### config.mk
export PLATFORM = sky130hd
export DESIGN_NAME = pipe_ctrl
export DESIGN_NICKNAME = d
export VERILOG_FILES = /design/src/rtl/pipe_ctrl.sv
export SDC_FILE = /design/constraint.sdc
export NUM_CORES = 1
export LEC_CHECK = 0
export ABC_AREA = 1
export CAP_MARGIN = 15
export CORE_UTILIZATION = 37
export DETAILED_ROUTE_END_ITERATION = 6
export PLACE_DENSITY = 0.86
export SLEW_MARGIN = 20
export SYNTH_ARGS = -nofsm -noshare
export SYNTH_HDL_FRONTEND = slang
export SYNTH_SLANG_ARGS = --single-unit
### constraint.sdc
create_clock -name clk -period 1.69 [get_ports clk]
set_input_delay 0.4225 -clock clk [delete_from_list [all_inputs] [get_ports clk]]
set_output_delay 0.4225 -clock clk [all_outputs]
set_load 0.05 [all_outputs]
### src/rtl/pipe_ctrl.sv
// Pipeline hazard controller: per-stage stall/bubble/flush (pipelined) or a rotating
// one-hot stage enable (multi-cycle), with a halt/drain/resume sequencer.
module pipe_ctrl #(
  parameter int NUM_STAGES  = 5,
  parameter bit MULTI_CYCLE = 1'b0
) (
  input  logic                  clk,
  input  logic                  rst,
  input  logic [NUM_STAGES-1:0] stall_req,
  input  logic [NUM_STAGES-1:0] flush_req,
  input  logic                  halt_req,
  input  logic                  resume,
  output logic [NUM_STAGES:0]   stall,
  output logic [NUM_STAGES-1:0] bubble,
  output logic [NUM_STAGES-1:0] flush,
  output logic                  flush_taken,
  output logic                  halted,
  output logic [NUM_STAGES-1:0] valid
);

  localparam int N = NUM_STAGES;

  typedef enum logic [1:0] {
    RUN    = 2'd0,
    DRAIN  = 2'd1,
    HALTED = 2'd2
  } state_t;

  state_t         state_r, state_nxt;
  logic [N-1:0]   valid_r, valid_nxt;
  logic [N:0]     token_r, token_nxt;
  logic [N:0]     ssfx;
  logic [N:0]     fsfx;
  logic           blocked;
  logic           flush_acc;
  logic [N-1:0]   shifted;

  // Suffix-ORs: fsfx[i] = some flush at index >= i; a stall at or above the oldest
  // flushing stage blocks the flush. An accepted flush cancels every remaining stall.
  always_comb begin
    ssfx    = '0;
    fsfx    = '0;
    blocked = 1'b0;
    for (int i = N - 1; i >= 0; i--) begin
      fsfx[i] = fsfx[i+1] | flush_req[i];
      blocked = blocked | (stall_req[i] & ~fsfx[i+1]);
    end
    flush_acc = fsfx[0] & ~blocked & (state_r != HALTED);
    for (int i = N - 1; i >= 0; i--) begin
      ssfx[i] = ssfx[i+1] | (stall_req[i] & ~flush_acc);
    end
  end

  // Hazard outputs, combinational from state and requests
  always_comb begin
    stall       = '0;
    bubble      = '0;
    flush       = '0;
    flush_taken = flush_acc;
    halted      = 1'b0;
    if (state_r == HALTED) begin
      stall  = '1;
      halted = 1'b1;
    end else if (MULTI_CYCLE) begin
      stall = ~token_r;
    end else begin
      stall = {ssfx[N-1:0], ssfx[0]};
      for (int i = 1; i < N; i++) begin
        bubble[i] = ssfx[i-1] & ~ssfx[i];
      end
      if (flush_acc) begin
        flush = fsfx[N:1];
      end else begin
        flush = '0;
      end
      if (state_r == DRAIN) begin
        stall[0]  = 1'b1;
        bubble[0] = ~stall[1];
      end else begin
        bubble[0] = 1'b0;
      end
    end
  end

  // Occupancy and token next-state
  always_comb begin
    shifted   = {valid_r[N-2:0], (state_r == RUN)};
    valid_nxt = '0;
    token_nxt = token_r;
    if (MULTI_CYCLE) begin
      if (flush_acc) begin
        token_nxt = {{N{1'b0}}, 1'b1};
      end else if ((state_r == HALTED) || (|stall_req)) begin
        token_nxt = token_r;
      end else begin
        token_nxt = {token_r[N-1:0], token_r[N]};
      end
    end else begin
      for (int i = 0; i < N; i++) begin
        if (flush[i] || bubble[i]) begin
          valid_nxt[i] = 1'b0;
        end else if (stall[i+1]) begin
          valid_nxt[i] = valid_r[i];
        end else begin
          valid_nxt[i] = shifted[i];
        end
      end
    end
  end

  // Halt sequencer next-state; a drain always completes once started
  always_comb begin
    state_nxt = state_r;
    case (state_r)
      RUN: begin
        if (halt_req) state_nxt = DRAIN;
        else          state_nxt = RUN;
      end
      DRAIN: begin
        if (MULTI_CYCLE) begin
          if (token_r[N] && !(|stall_req) && !flush_acc) state_nxt = HALTED;
          else                                            state_nxt = DRAIN;
        end else begin
          if (valid_nxt == '0) state_nxt = HALTED;
          else                 state_nxt = DRAIN;
        end
      end
      HALTED: begin
        if (resume && !halt_req) state_nxt = RUN;
        else                     state_nxt = HALTED;
      end
      default: state_nxt = RUN;
    endcase
  end

  // State registers
  always_ff @(posedge clk) begin
    if (rst) begin
      state_r <= RUN;
      valid_r <= '0;
      token_r <= {{N{1'b0}}, 1'b1};
    end else begin
      state_r <= state_nxt;
      valid_r <= valid_nxt;
      token_r <= token_nxt;
    end
  end

  assign valid = valid_r;

endmodule
==> report_table.html, run 1 <==
<table>
<tr><th>Metric</th><th>Value</th></tr>
<tr><th colspan="2">Clock tree</th></tr>
<tr><td>Hold-fix buffer count after cts</td><td>0</td></tr>
<tr><td>CTS Buffer Depth</td><td>2</td></tr>
<tr><td>Sinks on the clock net</td><td>7</td></tr>
<tr><td>Buffers inserted during post-CTS setup optimization</td><td>16</td></tr>
<tr><td>Root cell of the clock tree</td><td>sky130_fd_sc_hd__clkbuf_4</td></tr>
<tr><td>H-tree levels</td><td>1</td></tr>
<tr><td>Number of buffers added by the clock tree synthesis step</td><td>3</td></tr>
<tr><td>Total of cells resized after clock tree synthesis</td><td>67</td></tr>
<tr><th colspan="2">Placed design</th></tr>
<tr><td>Port-buffer cells</td><td>35</td></tr>
<tr><td>Final weighted congestion of routability-driven global placement</td><td>around 0.86</td></tr>
<tr><td>Estimated wirelength of the detail-placed design</td><td>3000 um</td></tr>
<tr><td>Total instance count after detailed placement</td><td>roughly 180</td></tr>
<tr><th colspan="2">Synthesis</th></tr>
<tr><td>Share of the synthesized area in the top cell type</td><td>0.213</td></tr>
<tr><td>Most used flip-flop cell after synthesis</td><td>sky130_fd_sc_hd__dfxtp_1</td></tr>
<tr><td>Largest area contributor in the netlist</td><td>sky130_fd_sc_hd__dfxtp_1</td></tr>
<tr><td>Cells taking the most area after synthesis</td><td>sky130_fd_sc_hd__dfxtp_1 21%, sky130_fd_sc_hd__inv_1 13%, sky130_fd_sc_hd__nand2_1 10%</td></tr>
<tr><td>Summed instance area of the synthesized netlist</td><td>659 um^2</td></tr>
<tr><td>Register area share after synthesis</td><td>0.213</td></tr>
<tr><td>Synth Warn #</td><td>0</td></tr>
<tr><td>Most used standard cell by instance count after synthesis</td><td>sky130_fd_sc_hd__inv_1</td></tr>
<tr><td>Avg Synthesized Cell Area</td><td>between 6 and 7 um^2</td></tr>
<tr><td>Synth cell types</td><td>26</td></tr>
<tr><td>Commonest cells in the netlist</td><td>23 x sky130_fd_sc_hd__inv_1, 18 x sky130_fd_sc_hd__nand2_1, 7 x sky130_fd_sc_hd__dfxtp_1, 7 x sky130_fd_sc_hd__nor2_1</td></tr>
<tr><td>Async set or reset register ratio after synthesis</td><td>0</td></tr>
<tr><td>Number of enable flip-flop cells after synthesis</td><td>0</td></tr>
<tr><td>Yosys reg bits</td><td>7</td></tr>
<tr><td>Syn nets</td><td>approximately 120</td></tr>
<tr><td>Synthesized instance count</td><td>a little over 100</td></tr>
<tr><th colspan="2">Status</th></tr>
<tr><td>Error text reported by the tool</td><td>[ERROR DPL-0038] Utilization greater than 100%, impossible to legalize</td></tr>
<tr><td>Failing step</td><td>clock tree synthesis</td></tr>
<tr><td>Run status</td><td>did not finish</td></tr>
<tr><th colspan="2">Floorplan</th></tr>
<tr><td>Number of I/O pins</td><td>37</td></tr>
<tr><td>Starting utilization of the core area</td><td>0.418</td></tr>
<tr><td>Die Wd</td><td>44.2 um</td></tr>
<tr><td>Core Rows</td><td>14</td></tr>
<tr><td>Die Y</td><td>44.2 um</td></tr>
</table>
## metrics by stage
step / utilization / hold slack, ns / worst slack [ns] / instance area, um^2
2_1_floorplan: - / 0.492 / -0.212 / 778
3_3_place_gp: 0.979 / 0.597 / -0.694 / 1540
3_5_place_dp: 0.979 / 0.656 / -0.891 / 1540
## cell families after synthesis
logic type,Yosys count,share of synthesized area
and+or+nand+nor,49,0.484
buffers and inverters,32,0.195
AOI/OAI and AO/OA,12,0.102
DFF,7,0.213
other,1,0.00569
==> inputs of run 2 (changes only) <==
--- a/config.mk
+++ b/config.mk
@@ -7,9 +7,10 @@
 export LEC_CHECK = 0
 export ABC_AREA = 1
 export CAP_MARGIN = 15
-export CORE_UTILIZATION = 37
+export CORE_AREA = 2 2 63 65
 export DETAILED_ROUTE_END_ITERATION = 6
-export PLACE_DENSITY = 0.86
+export DIE_AREA = 0 0 65 67
+export PLACE_DENSITY_LB_ADDON = 0.15
 export SLEW_MARGIN = 20
 export SYNTH_ARGS = -nofsm -noshare
 export SYNTH_HDL_FRONTEND = slang
==> run 2 against run 1 <==
Against the previous run:
- the flow now finishes, with violations (setup timing)
- area after synthesis did not move
- synthesized cell count unchanged
==> report_table.html, run 2 <==
<table>
<tr><th>Metric</th><th>Value</th></tr>
<tr><th colspan="2">Floorplan</th></tr>
<tr><td>Die area</td><td>~4400 um^2</td></tr>
<tr><td>Die Y</td><td>67 um (was 44.2 um)</td></tr>
<tr><td>Die Wd</td><td>65 um (was 44.2 um)</td></tr>
<tr><td>Number of I/O pins</td><td>37 (unchanged)</td></tr>
<tr><td>Core Rows</td><td>22 (was 14)</td></tr>
<tr><td>Placeable Area</td><td>3610 um^2</td></tr>
<tr><td>Starting utilization of the core area</td><td>0.183 (was 0.418)</td></tr>
<tr><th colspan="2">Synthesis</th></tr>
<tr><td>Commonest cells in the netlist</td><td>23 x sky130_fd_sc_hd__inv_1, 18 x sky130_fd_sc_hd__nand2_1, 7 x sky130_fd_sc_hd__dfxtp_1, 7 x sky130_fd_sc_hd__nor2_1 (unchanged)</td></tr>
<tr><td>Largest area contributor in the netlist</td><td>sky130_fd_sc_hd__dfxtp_1 (unchanged)</td></tr>
<tr><td>Synth cell types</td><td>26 (unchanged)</td></tr>
<tr><td>Synth Warn #</td><td>0 (unchanged)</td></tr>
<tr><td>Summed instance area of the synthesized netlist</td><td>659 um^2 (unchanged)</td></tr>
<tr><td>Most used standard cell by instance count after synthesis</td><td>sky130_fd_sc_hd__inv_1 (unchanged)</td></tr>
<tr><td>Number of enable flip-flop cells after synthesis</td><td>0 (unchanged)</td></tr>
<tr><td>Register area share after synthesis</td><td>0.213 (unchanged)</td></tr>
<tr><td>Yosys reg bits</td><td>7 (unchanged)</td></tr>
<tr><td>Cells taking the most area after synthesis</td><td>sky130_fd_sc_hd__dfxtp_1 21%, sky130_fd_sc_hd__inv_1 13%, sky130_fd_sc_hd__nand2_1 10% (unchanged)</td></tr>
<tr><td>Most used flip-flop cell after synthesis</td><td>sky130_fd_sc_hd__dfxtp_1 (unchanged)</td></tr>
<tr><td>Async set or reset register ratio after synthesis</td><td>0 (unchanged)</td></tr>
<tr><td>Syn nets</td><td>115 (unchanged)</td></tr>
<tr><td>Share of the synthesized area in the top cell type</td><td>0.213 (unchanged)</td></tr>
<tr><td>Synthesized instance count</td><td>101 (unchanged)</td></tr>
<tr><td>Avg Synthesized Cell Area</td><td>6.53 um^2 (unchanged)</td></tr>
<tr><th colspan="2">Timing</th></tr>
<tr><td>Clock Skew</td><td>0.000370 ns</td></tr>
<tr><td>Final count of hold timing violations</td><td>0</td></tr>
<tr><td>Unrepaired setup endpoints after global routing</td><td>yes</td></tr>
<tr><td>Upper clock frequency limit</td><td>0.499 GHz</td></tr>
<tr><td>Total negative slack for setup checks</td><td>-3.27 ns</td></tr>
<tr><td>Max-slew violation count</td><td>0</td></tr>
<tr><td>Final setup vio count</td><td>16</td></tr>
<tr><td>Post-route minimum period</td><td>2.00 ns</td></tr>
<tr><td>Final worst-path cycle share</td><td>1.18</td></tr>
<tr><td>Setup slack after layout</td><td>-0.312 ns</td></tr>
<tr><th colspan="2">Layout</th></tr>
<tr><td>Number of fillers in the final layout</td><td>330</td></tr>
<tr><td>Register area</td><td>143 um^2</td></tr>
<tr><td>Commonest non-fill, non-tap cell in the layout</td><td>sky130_fd_sc_hd__buf_4</td></tr>
<tr><td>Highest-count cells in the layout ignoring fill and taps</td><td>40 x sky130_fd_sc_hd__buf_4, 21 x sky130_fd_sc_hd__buf_12, 13 x sky130_fd_sc_hd__inv_2</td></tr>
<tr><td>Number of antenna cells inserted</td><td>0</td></tr>
<tr><td>Multi-input gate area in the final layout</td><td>~560 um^2</td></tr>
<tr><td>Area added between synthesis and finish</td><td>189%</td></tr>
<tr><td>Fin cells</td><td>roughly 230</td></tr>
<tr><td>Number of flip-flops under the largest register name</td><td>5</td></tr>
<tr><td>Share of layout cells above drive strength 1</td><td>0.726</td></tr>
<tr><td>Net count of the finished layout</td><td>201</td></tr>
<tr><th colspan="2">Drt</th></tr>
<tr><td>Average wire per standard cell</td><td>10.6 um</td></tr>
<tr><td>DRC violation count after routing</td><td>0</td></tr>
<tr><td>Vias per cell</td><td>roughly 3.9</td></tr>
<tr><td>Number of DRC markers after the initial detailed-route iteration</td><td>6</td></tr>
<tr><td>Via count</td><td>912</td></tr>
<tr><td>DRT antenna net count</td><td>0</td></tr>
<tr><td>Initial DRT Pass Iterations</td><td>4</td></tr>
<tr><td>Routed wire length</td><td>roughly 2500 um</td></tr>
<tr><th colspan="2">Placed design</th></tr>
<tr><td>Final weighted congestion of routability-driven global placement</td><td>0.855 (was 0.863)</td></tr>
<tr><td>Total instance count after detailed placement</td><td>213 (was 182)</td></tr>
<tr><td>Estimated wirelength of the detail-placed design</td><td>2040 um (was 3000 um)</td></tr>
<tr><td>Port-buffer cells</td><td>35 (unchanged)</td></tr>
<tr><th colspan="2">Clock tree</th></tr>
<tr><td>Hold-fix buffer count after cts</td><td>0 (unchanged)</td></tr>
<tr><td>Root cell of the clock tree</td><td>sky130_fd_sc_hd__clkbuf_8 (was sky130_fd_sc_hd__clkbuf_4)</td></tr>
<tr><td>Number of buffers added by the clock tree synthesis step</td><td>3 (unchanged)</td></tr>
<tr><td>CTS tree</td><td>done</td></tr>
<tr><td>Worst skew pair latency</td><td>0.23 ns</td></tr>
<tr><td>H-tree levels</td><td>1 (unchanged)</td></tr>
<tr><td>Sinks on the clock net</td><td>7 (unchanged)</td></tr>
<tr><td>Clock transition at the register clock pins on the worst setup and hold paths after CTS</td><td>0.04 ns</td></tr>
<tr><td>CTS Buffer Depth</td><td>2 (unchanged)</td></tr>
<tr><th colspan="2">Power and ir drop</th></tr>
<tr><td>LEAKAGE</td><td>0.877 nW</td></tr>
<tr><td>P per Cell Area</td><td>about 570 nW/um^2</td></tr>
<tr><td>Max rail drop VDD</td><td>0.000402 V</td></tr>
<tr><th colspan="2">Worst setup path</th></tr>
<tr><td>Termination of the worst setup path</td><td>stall[0]</td></tr>
<tr><td>Depth of the worst register-to-register path</td><td>13</td></tr>
<tr><td>Type of element launching the critical path</td><td>input port</td></tr>
<tr><td>Critical Path Source</td><td>stall_req[2]</td></tr>
<tr><td>Minimum setup slack among reg-to-reg paths</td><td>-0.08 ns</td></tr>
<tr><td>Kind of capture point of the worst setup path</td><td>primary output</td></tr>
<tr><td>Crit path kind</td><td>input port to primary output</td></tr>
<tr><td>Critical path data required time</td><td>~1.3 ns</td></tr>
<tr><td>Endpoint of the worst register-to-register path</td><td>state_r[0]</td></tr>
<tr><td>Launching point of the worst reg2reg path</td><td>state_r[0]</td></tr>
<tr><td>Arr. time, crit path</td><td>1.58 ns</td></tr>
<tr><td>Peak fanout along the critical path</td><td>4</td></tr>
<tr><th colspan="2">Global routing</th></tr>
<tr><td>Initial antenna violation count</td><td>0</td></tr>
<tr><td>Number of global-route vias before repair</td><td>between 900 and 1000</td></tr>
<tr><td>Overall routing resource usage</td><td>0.129</td></tr>
<tr><td>Wire length of the first global-routing pass</td><td>~4300 um</td></tr>
<tr><td>Overall overflow remaining after global route</td><td>0</td></tr>
<tr><td>Maximum number of pins on one net before global-route repair</td><td>8</td></tr>
<tr><th colspan="2">Run</th></tr>
<tr><td>Number of max-cap violations</td><td>0</td></tr>
<tr><th colspan="2">Status</th></tr>
<tr><td>Violated checks</td><td>setup timing</td></tr>
<tr><td>Run status</td><td>finished with violations (was did not finish)</td></tr>
<tr><th colspan="2">Worst hold path</th></tr>
<tr><td>Hold Path Class</td><td>flip-flop to flip-flop</td></tr>
</table>
run 2: cell counts after synthesis:
Identical to the previous run, type by type.
run 2: stage by stage:
stage / hold WS [ns] / setup WS [ns] / utilization / power, mW / area [um^2]
finish: 0.638 / -0.312 / 0.528 / 1.09 / 1910
global route: 0.686 / -0.352 / 0.528 / 1.13 / 1910
CTS: 0.649 / -0.325 / 0.516 / 1.08 / 1860
detailed placement: 0.633 / -0.815 / 0.448 / 0.774 / 1610
global placement: 0.616 / -0.751 / 0.448 / 0.769 / 1610
floorplan: 0.492 / -0.212 / - / 0.469 / 778
run 2: worst min path at each step:
stage | endpoint | cells past startpoint | start
final | valid[1] | 4 | valid[0]
after global routing | valid[1] | 4 | valid[0]
after CTS | valid[1] | 4 | valid[0]
after detailed placement | valid[1] | 4 | valid[0]
after global placement | valid[1] | 4 | valid[0]
after floorplan | state_r[0] | 1 | rst
run 2: cell type report:
type                            instances  share of cell area
Clock buffer                            4              0.0236
Inverter                               31              0.0867
Multi-Input combinational cell         62               0.292
Sequential cell                         7              0.0749
Tap cell                               48              0.0315
Timing Repair Buffer                   82               0.491
run 2: worst max-delay path, cell delays in order:
cell and delay [ns]:
sky130_fd_sc_hd__clkdlybuf4s15_2 0.20, sky130_fd_sc_hd__nand2_2 0.09, sky130_fd_sc_hd__buf_6 0.11, sky130_fd_sc_hd__nand3_4 0.07, sky130_fd_sc_hd__nor2_4 0.20, sky130_fd_sc_hd__o21ai_4 0.09, sky130_fd_sc_hd__or2_4 0.24, sky130_fd_sc_hd__buf_12 0.15
run 2: what timing repair did:
item | CTS | global route
gates resized for setup | 62 | 6
setup endpoints to repair | 23 | 19
endpoints found under the hold margin | 0 | 0
buffers inserted | 14 | 3
gates cloned | 0 | 0
pin swaps | 20 | 9
run 2: cell families after synthesis:
| logic type | share of synthesized area |
|---|---|
| AO/OA/AOI/OAI | 0.102 |
| flip-flops | 0.213 |
| AND/OR/NAND/NOR | 0.484 |
| other | 0.00569 |
| buffers and inverters | 0.195 |
run 2: routing by layer:
metal,part of all wire,GRT usage
met2,0.54,0.227
met3,0.047,0.0186
met5,0,0
met4,0.019,0.0559
met1,0.40,0.154
run 2: power breakdown:
part	total (mW)	switching, mW	internal [mW]	leakage, nW
combinational	0.665	0.338	0.327	0.797
sequential	0.182	0.00703	0.175	0.0576
clock	0.238	0.0749	0.163	0.0228
No activity file was read; power rests on OpenSTA's default activity.
==> inputs of run 3 (changes only) <==
--- a/config.mk
+++ b/config.mk
@@ -6,7 +6,6 @@
 export NUM_CORES = 1
 export LEC_CHECK = 0
 export ABC_AREA = 1
-export CAP_MARGIN = 15
 export CORE_AREA = 2 2 63 65
 export DETAILED_ROUTE_END_ITERATION = 6
 export DIE_AREA = 0 0 65 67
==> results of run 3 <==
No change in the layout: final DEF, timing and power equal those of run 2.
==> inputs of run 4 (changes only) <==
--- a/config.mk
+++ b/config.mk
@@ -6,9 +6,9 @@
 export NUM_CORES = 1
 export LEC_CHECK = 0
 export ABC_AREA = 1
-export CORE_AREA = 2 2 63 65
+export CORE_AREA = 10 10 71 73
 export DETAILED_ROUTE_END_ITERATION = 6
-export DIE_AREA = 0 0 65 67
+export DIE_AREA = 0 0 81 83
 export PLACE_DENSITY_LB_ADDON = 0.15
 export SLEW_MARGIN = 20
 export SYNTH_ARGS = -nofsm -noshare
==> constraint.sdc (replaced) <==
create_clock -name clk -period 2.1 [get_ports clk]
set_input_delay 0.525 -clock clk [delete_from_list [all_inputs] [get_ports clk]]
set_output_delay 0.525 -clock clk [all_outputs]
set_load 0.05 [all_outputs]
==> run 4 against run 3 <==
Against the previous run:
- the run still ends with setup timing left
- sequential share of layout area rose by 0.99 points
- first-iteration DRC count rose to 3.2 times the previous value
- combinational power fell by 29%
- utilization fell by 6.5 points
- critical path type unchanged
- largest cell class unchanged
- largest power group unchanged
==> report_table.html, run 4 (synthesis gave the netlist of run 2 again) <==
<table>
<tr><th>Metric</th><th>Value</th></tr>
<tr><th colspan="2">Status</th></tr>
<tr><td>Run status</td><td>finished with violations (unchanged)</td></tr>
<tr><td>Violated checks</td><td>setup timing (unchanged)</td></tr>
<tr><th colspan="2">Worst setup path</th></tr>
<tr><td>Critical path data required time</td><td>1.57 ns (was 1.27 ns)</td></tr>
<tr><td>Crit path kind</td><td>input port to primary output (unchanged)</td></tr>
<tr><td>Depth of the worst register-to-register path</td><td>14 (was 13)</td></tr>
<tr><td>Kind of capture point of the worst setup path</td><td>primary output (unchanged)</td></tr>
<tr><td>Type of element launching the critical path</td><td>input port (unchanged)</td></tr>
<tr><td>Arr. time, crit path</td><td>1.63 ns (was 1.58 ns)</td></tr>
<tr><td>Launching point of the worst reg2reg path</td><td>state_r[0] (unchanged)</td></tr>
<tr><td>Slowest stage cell on the critical path</td><td>sky130_fd_sc_hd__nand3_4 (was sky130_fd_sc_hd__or2_4)</td></tr>
<tr><td>Peak fanout along the critical path</td><td>7 (was 4)</td></tr>
<tr><td>Most used cell, CP</td><td>sky130_fd_sc_hd__buf_6</td></tr>
<tr><td>Series of cell instances along the critical path</td><td>buf_6 &gt; nor2_4 &gt; buf_6 &gt; nand4_4 &gt; nand3_4 &gt; o31ai_4 &gt; nand2_2 &gt; clkinvlp_4 &gt; buf_12 (was clkdlybuf4s15_2 &gt; nand2_2 &gt; buf_6 &gt; nand3_4 &gt; nor2_4 &gt; o21ai_4 &gt; or2_4 &gt; buf_12)</td></tr>
<tr><td>Endpoint of the worst register-to-register path</td><td>state_r[0] (unchanged)</td></tr>
<tr><td>Minimum setup slack among reg-to-reg paths</td><td>0.24 ns (was -0.08 ns)</td></tr>
<tr><td>Critical Path Max Stage Delay</td><td>0.17 ns (was 0.24 ns)</td></tr>
<tr><th colspan="2">Power and ir drop</th></tr>
<tr><td>P per Cell Area</td><td>486 nW/um^2 (was 570 nW/um^2)</td></tr>
<tr><td>Internal power component</td><td>490 uW (was 665 uW)</td></tr>
<tr><td>Switching portion of total power</td><td>0.401 (was 0.387)</td></tr>
<tr><td>Fraction of power consumed by the clock network</td><td>0.249 (was 0.220)</td></tr>
<tr><td>Power, Total</td><td>817 uW (was 1.09 mW)</td></tr>
<tr><td>Max rail drop VDD</td><td>0.000324 V (was 0.000402 V)</td></tr>
<tr><td>LEAKAGE</td><td>0.788 nW (was 0.877 nW)</td></tr>
<tr><td>Sequential group share of total power</td><td>0.177 (was 0.167)</td></tr>
<tr><td>Switching power summed over all nets</td><td>327 uW (was 420 uW)</td></tr>
<tr><td>Part of the power in combinational logic</td><td>0.574 (was 0.613)</td></tr>
<tr><th colspan="2">Global routing</th></tr>
<tr><td>Overall overflow remaining after global route</td><td>0 (unchanged)</td></tr>
<tr><td>Maximum number of pins on one net before global-route repair</td><td>8 (unchanged)</td></tr>
<tr><td>Wire length of the first global-routing pass</td><td>4380 um (was 4260 um)</td></tr>
<tr><td>Number of global-route vias before repair</td><td>923 (was 962)</td></tr>
<tr><td>Overall routing resource usage</td><td>0.0808 (was 0.129)</td></tr>
<tr><td>Initial antenna violation count</td><td>0 (unchanged)</td></tr>
<tr><th colspan="2">Clock tree</th></tr>
<tr><td>CTS tree</td><td>done (unchanged)</td></tr>
<tr><td>Root cell of the clock tree</td><td>sky130_fd_sc_hd__clkbuf_8 (unchanged)</td></tr>
<tr><td>Clock transition at the register clock pins on the worst setup and hold paths after CTS</td><td>0.05 ns (was 0.04 ns)</td></tr>
<tr><td>Number of buffers added by the clock tree synthesis step</td><td>3 (unchanged)</td></tr>
<tr><td>CTS Buffer Depth</td><td>2 (unchanged)</td></tr>
<tr><td>H-tree levels</td><td>1 (unchanged)</td></tr>
<tr><td>Hold-fix buffer count after cts</td><td>0 (unchanged)</td></tr>
<tr><td>Worst skew pair latency</td><td>0.23 ns (about the same)</td></tr>
<tr><td>Sinks on the clock net</td><td>7 (unchanged)</td></tr>
<tr><th colspan="2">Timing</th></tr>
<tr><td>Clock Skew</td><td>0.00153 ns (was 0.000370 ns)</td></tr>
<tr><td>Max-slew violation count</td><td>0 (unchanged)</td></tr>
<tr><td>Final count of hold timing violations</td><td>0 (unchanged)</td></tr>
<tr><td>Total negative slack for setup checks</td><td>-0.216 ns (was -3.27 ns)</td></tr>
<tr><td>Post-route minimum period</td><td>2.16 ns</td></tr>
<tr><td>Setup slack after layout</td><td>-0.0573 ns (was -0.312 ns)</td></tr>
<tr><td>Unrepaired setup endpoints after global routing</td><td>yes (unchanged)</td></tr>
<tr><td>Upper clock frequency limit</td><td>0.464 GHz</td></tr>
<tr><td>Final setup vio count</td><td>8 (was 16)</td></tr>
<tr><td>Final worst-path cycle share</td><td>1.03</td></tr>
<tr><td>Worst max-slew margin expressed relative to the limit</td><td>0.655</td></tr>
<tr><td>Actual slew at the worst max-slew pin</td><td>0.516 ns</td></tr>
<tr><td>Hold Slack</td><td>0.552 ns (was 0.638 ns)</td></tr>
<tr><th colspan="2">Floorplan</th></tr>
<tr><td>Starting utilization of the core area</td><td>0.181 (was 0.183)</td></tr>
<tr><td>Die Wd</td><td>81 um (was 65 um)</td></tr>
<tr><td>Core Rows</td><td>22 (unchanged)</td></tr>
<tr><td>Placeable Area</td><td>3630 um^2 (was 3610 um^2)</td></tr>
<tr><td>Die area</td><td>6720 um^2 (was 4360 um^2)</td></tr>
<tr><td>Die Y</td><td>83 um (was 67 um)</td></tr>
<tr><td>Number of I/O pins</td><td>37 (unchanged)</td></tr>
<tr><th colspan="2">Placed design</th></tr>
<tr><td>Final weighted congestion of routability-driven global placement</td><td>0.791 (was 0.855)</td></tr>
<tr><td>Estimated wirelength of the detail-placed design</td><td>2200 um (was 2040 um)</td></tr>
<tr><td>Post-placement cell area</td><td>1450 um^2 (was 1610 um^2)</td></tr>
<tr><td>Port-buffer cells</td><td>35 (unchanged)</td></tr>
<tr><th colspan="2">Worst hold path</th></tr>
<tr><td>Hold path endpoint</td><td>state_r[0] (was valid[1])</td></tr>
<tr><td>Hold depth</td><td>3 (was 4)</td></tr>
<tr><td>Hold Path Class</td><td>flip-flop to flip-flop (unchanged)</td></tr>
<tr><td>Worst min-delay path startpoint</td><td>state_r[0] (was valid[0])</td></tr>
<tr><th colspan="2">Layout</th></tr>
<tr><td>Highest-count cells in the layout ignoring fill and taps</td><td>38 x sky130_fd_sc_hd__buf_4, 15 x sky130_fd_sc_hd__buf_12, 12 x sky130_fd_sc_hd__inv_2, 12 x sky130_fd_sc_hd__nand2_1, 11 x sky130_fd_sc_hd__inv_1 (was 40 x sky130_fd_sc_hd__buf_4, 21 x sky130_fd_sc_hd__buf_12, 13 x sky130_fd_sc_hd__inv_2)</td></tr>
<tr><td>Area added between synthesis and finish</td><td>155% (was 189%)</td></tr>
<tr><td>Share of layout cells above drive strength 1</td><td>0.657 (was 0.726)</td></tr>
<tr><td>Net count of the finished layout</td><td>193 (was 201)</td></tr>
<tr><td>Commonest non-fill, non-tap cell in the layout</td><td>sky130_fd_sc_hd__buf_4 (unchanged)</td></tr>
<tr><td>Post-Layout Inst Area</td><td>1680 um^2 (was 1910 um^2)</td></tr>
<tr><td>Number of flip-flops under the largest register name</td><td>5 (unchanged)</td></tr>
<tr><td>Number of antenna cells inserted</td><td>0 (unchanged)</td></tr>
<tr><th colspan="2">Drt</th></tr>
<tr><td>Via count</td><td>882 (was 912)</td></tr>
<tr><td>Initial DRT Pass Iterations</td><td>4 (unchanged)</td></tr>
<tr><td>DRC violation count after routing</td><td>0 (unchanged)</td></tr>
<tr><td>Vias per cell</td><td>3.90 (about the same)</td></tr>
<tr><td>Routed wire length</td><td>2680 um (was 2470 um)</td></tr>
<tr><td>Average wire per standard cell</td><td>11.8 um (was 10.6 um)</td></tr>
<tr><td>DRT antenna net count</td><td>0 (unchanged)</td></tr>
<tr><td>Number of DRC markers after the initial detailed-route iteration</td><td>19 (was 6)</td></tr>
<tr><th colspan="2">Run</th></tr>
<tr><td>Number of max-cap violations</td><td>0 (unchanged)</td></tr>
</table>
[run 4: cell types whose count changed in the layout (fill, tap and decap cells not counted), sizes merged]
cell and change:
clkdlybuf4s15 -1, inv -1, buf -11, clkinv +1, clkdlybuf4s50 +4
[run 4: area by class of cell]
| class | instances | area (um^2) |
|---|---|---|
| Clock buffer | 4 | 45.0 |
| Fill cell | 387 | 1950 |
| Inverter | 31 | 150 |
| Multi-Input combinational cell | 62 | 488 |
| Sequential cell | 7 | 143 |
| Tap cell | 48 | 60.1 |
| Timing Repair Buffer | 74 | 797 |
[run 4: how the worst max path moves through the flow]
| stage | startpoint | end | slack, ns | cells past startpoint |
|---|---|---|---|---|
| detailed placement | flush_req[4] | bubble[0] | -0.57 | 10 |
| global placement | flush_req[4] | bubble[0] | -0.50 | 10 |
| global route | flush_req[2] | bubble[0] | -0.14 | 10 |
| finish | flush_req[3] | bubble[0] | -0.06 | 9 |
| floorplan | stall_req[4] | stall[0] | -0.17 | 5 |
| CTS | flush_req[4] | bubble[0] | -0.08 | 10 |
[run 4: power by group through the flow]
stage	registers (mW)	logic (mW)	clock network, mW
2_1_floorplan	0.153	0.210	0
4_1_cts	0.144	0.453	0.211
5_1_grt	0.146	0.498	0.213
6_report	0.145	0.469	0.204
3_5_place_dp	0.146	0.429	0
3_3_place_gp	0.146	0.429	0
[run 4: layer usage]
layer,track usage,part of all wire,wire length (um),vias to the layer above
met1,0.0879,0.43,1140,399
met3,0.0442,0.091,244,0
met5,0,0,0,-
met2,0.135,0.48,1290,24
met4,0.0141,0,0,0
li1,-,-,-,459
[run 4: metrics by stage]
step,util,setup slack (ns),cells
final,0.463,-0.0573,226
after global routing,0.463,-0.140,226
after CTS,0.440,-0.0808,221
after detailed placement,0.400,-0.566,209
after global placement,0.400,-0.496,209
after floorplan,-,-0.174,101
[run 4: what timing repair did]
action	4_1_cts	5_1_grt
resized for setup	51	10
endpoints found under the setup margin	17	13
pin swaps	13	6
setup buffers	8	5
[run 4: critical path, delay by kind of cell]
family	cells	cell delay (ns)
AOI/OAI and AO/OA	1	0.10
buffers and inverters	4	0.47
and+or+nand+nor	4	0.54
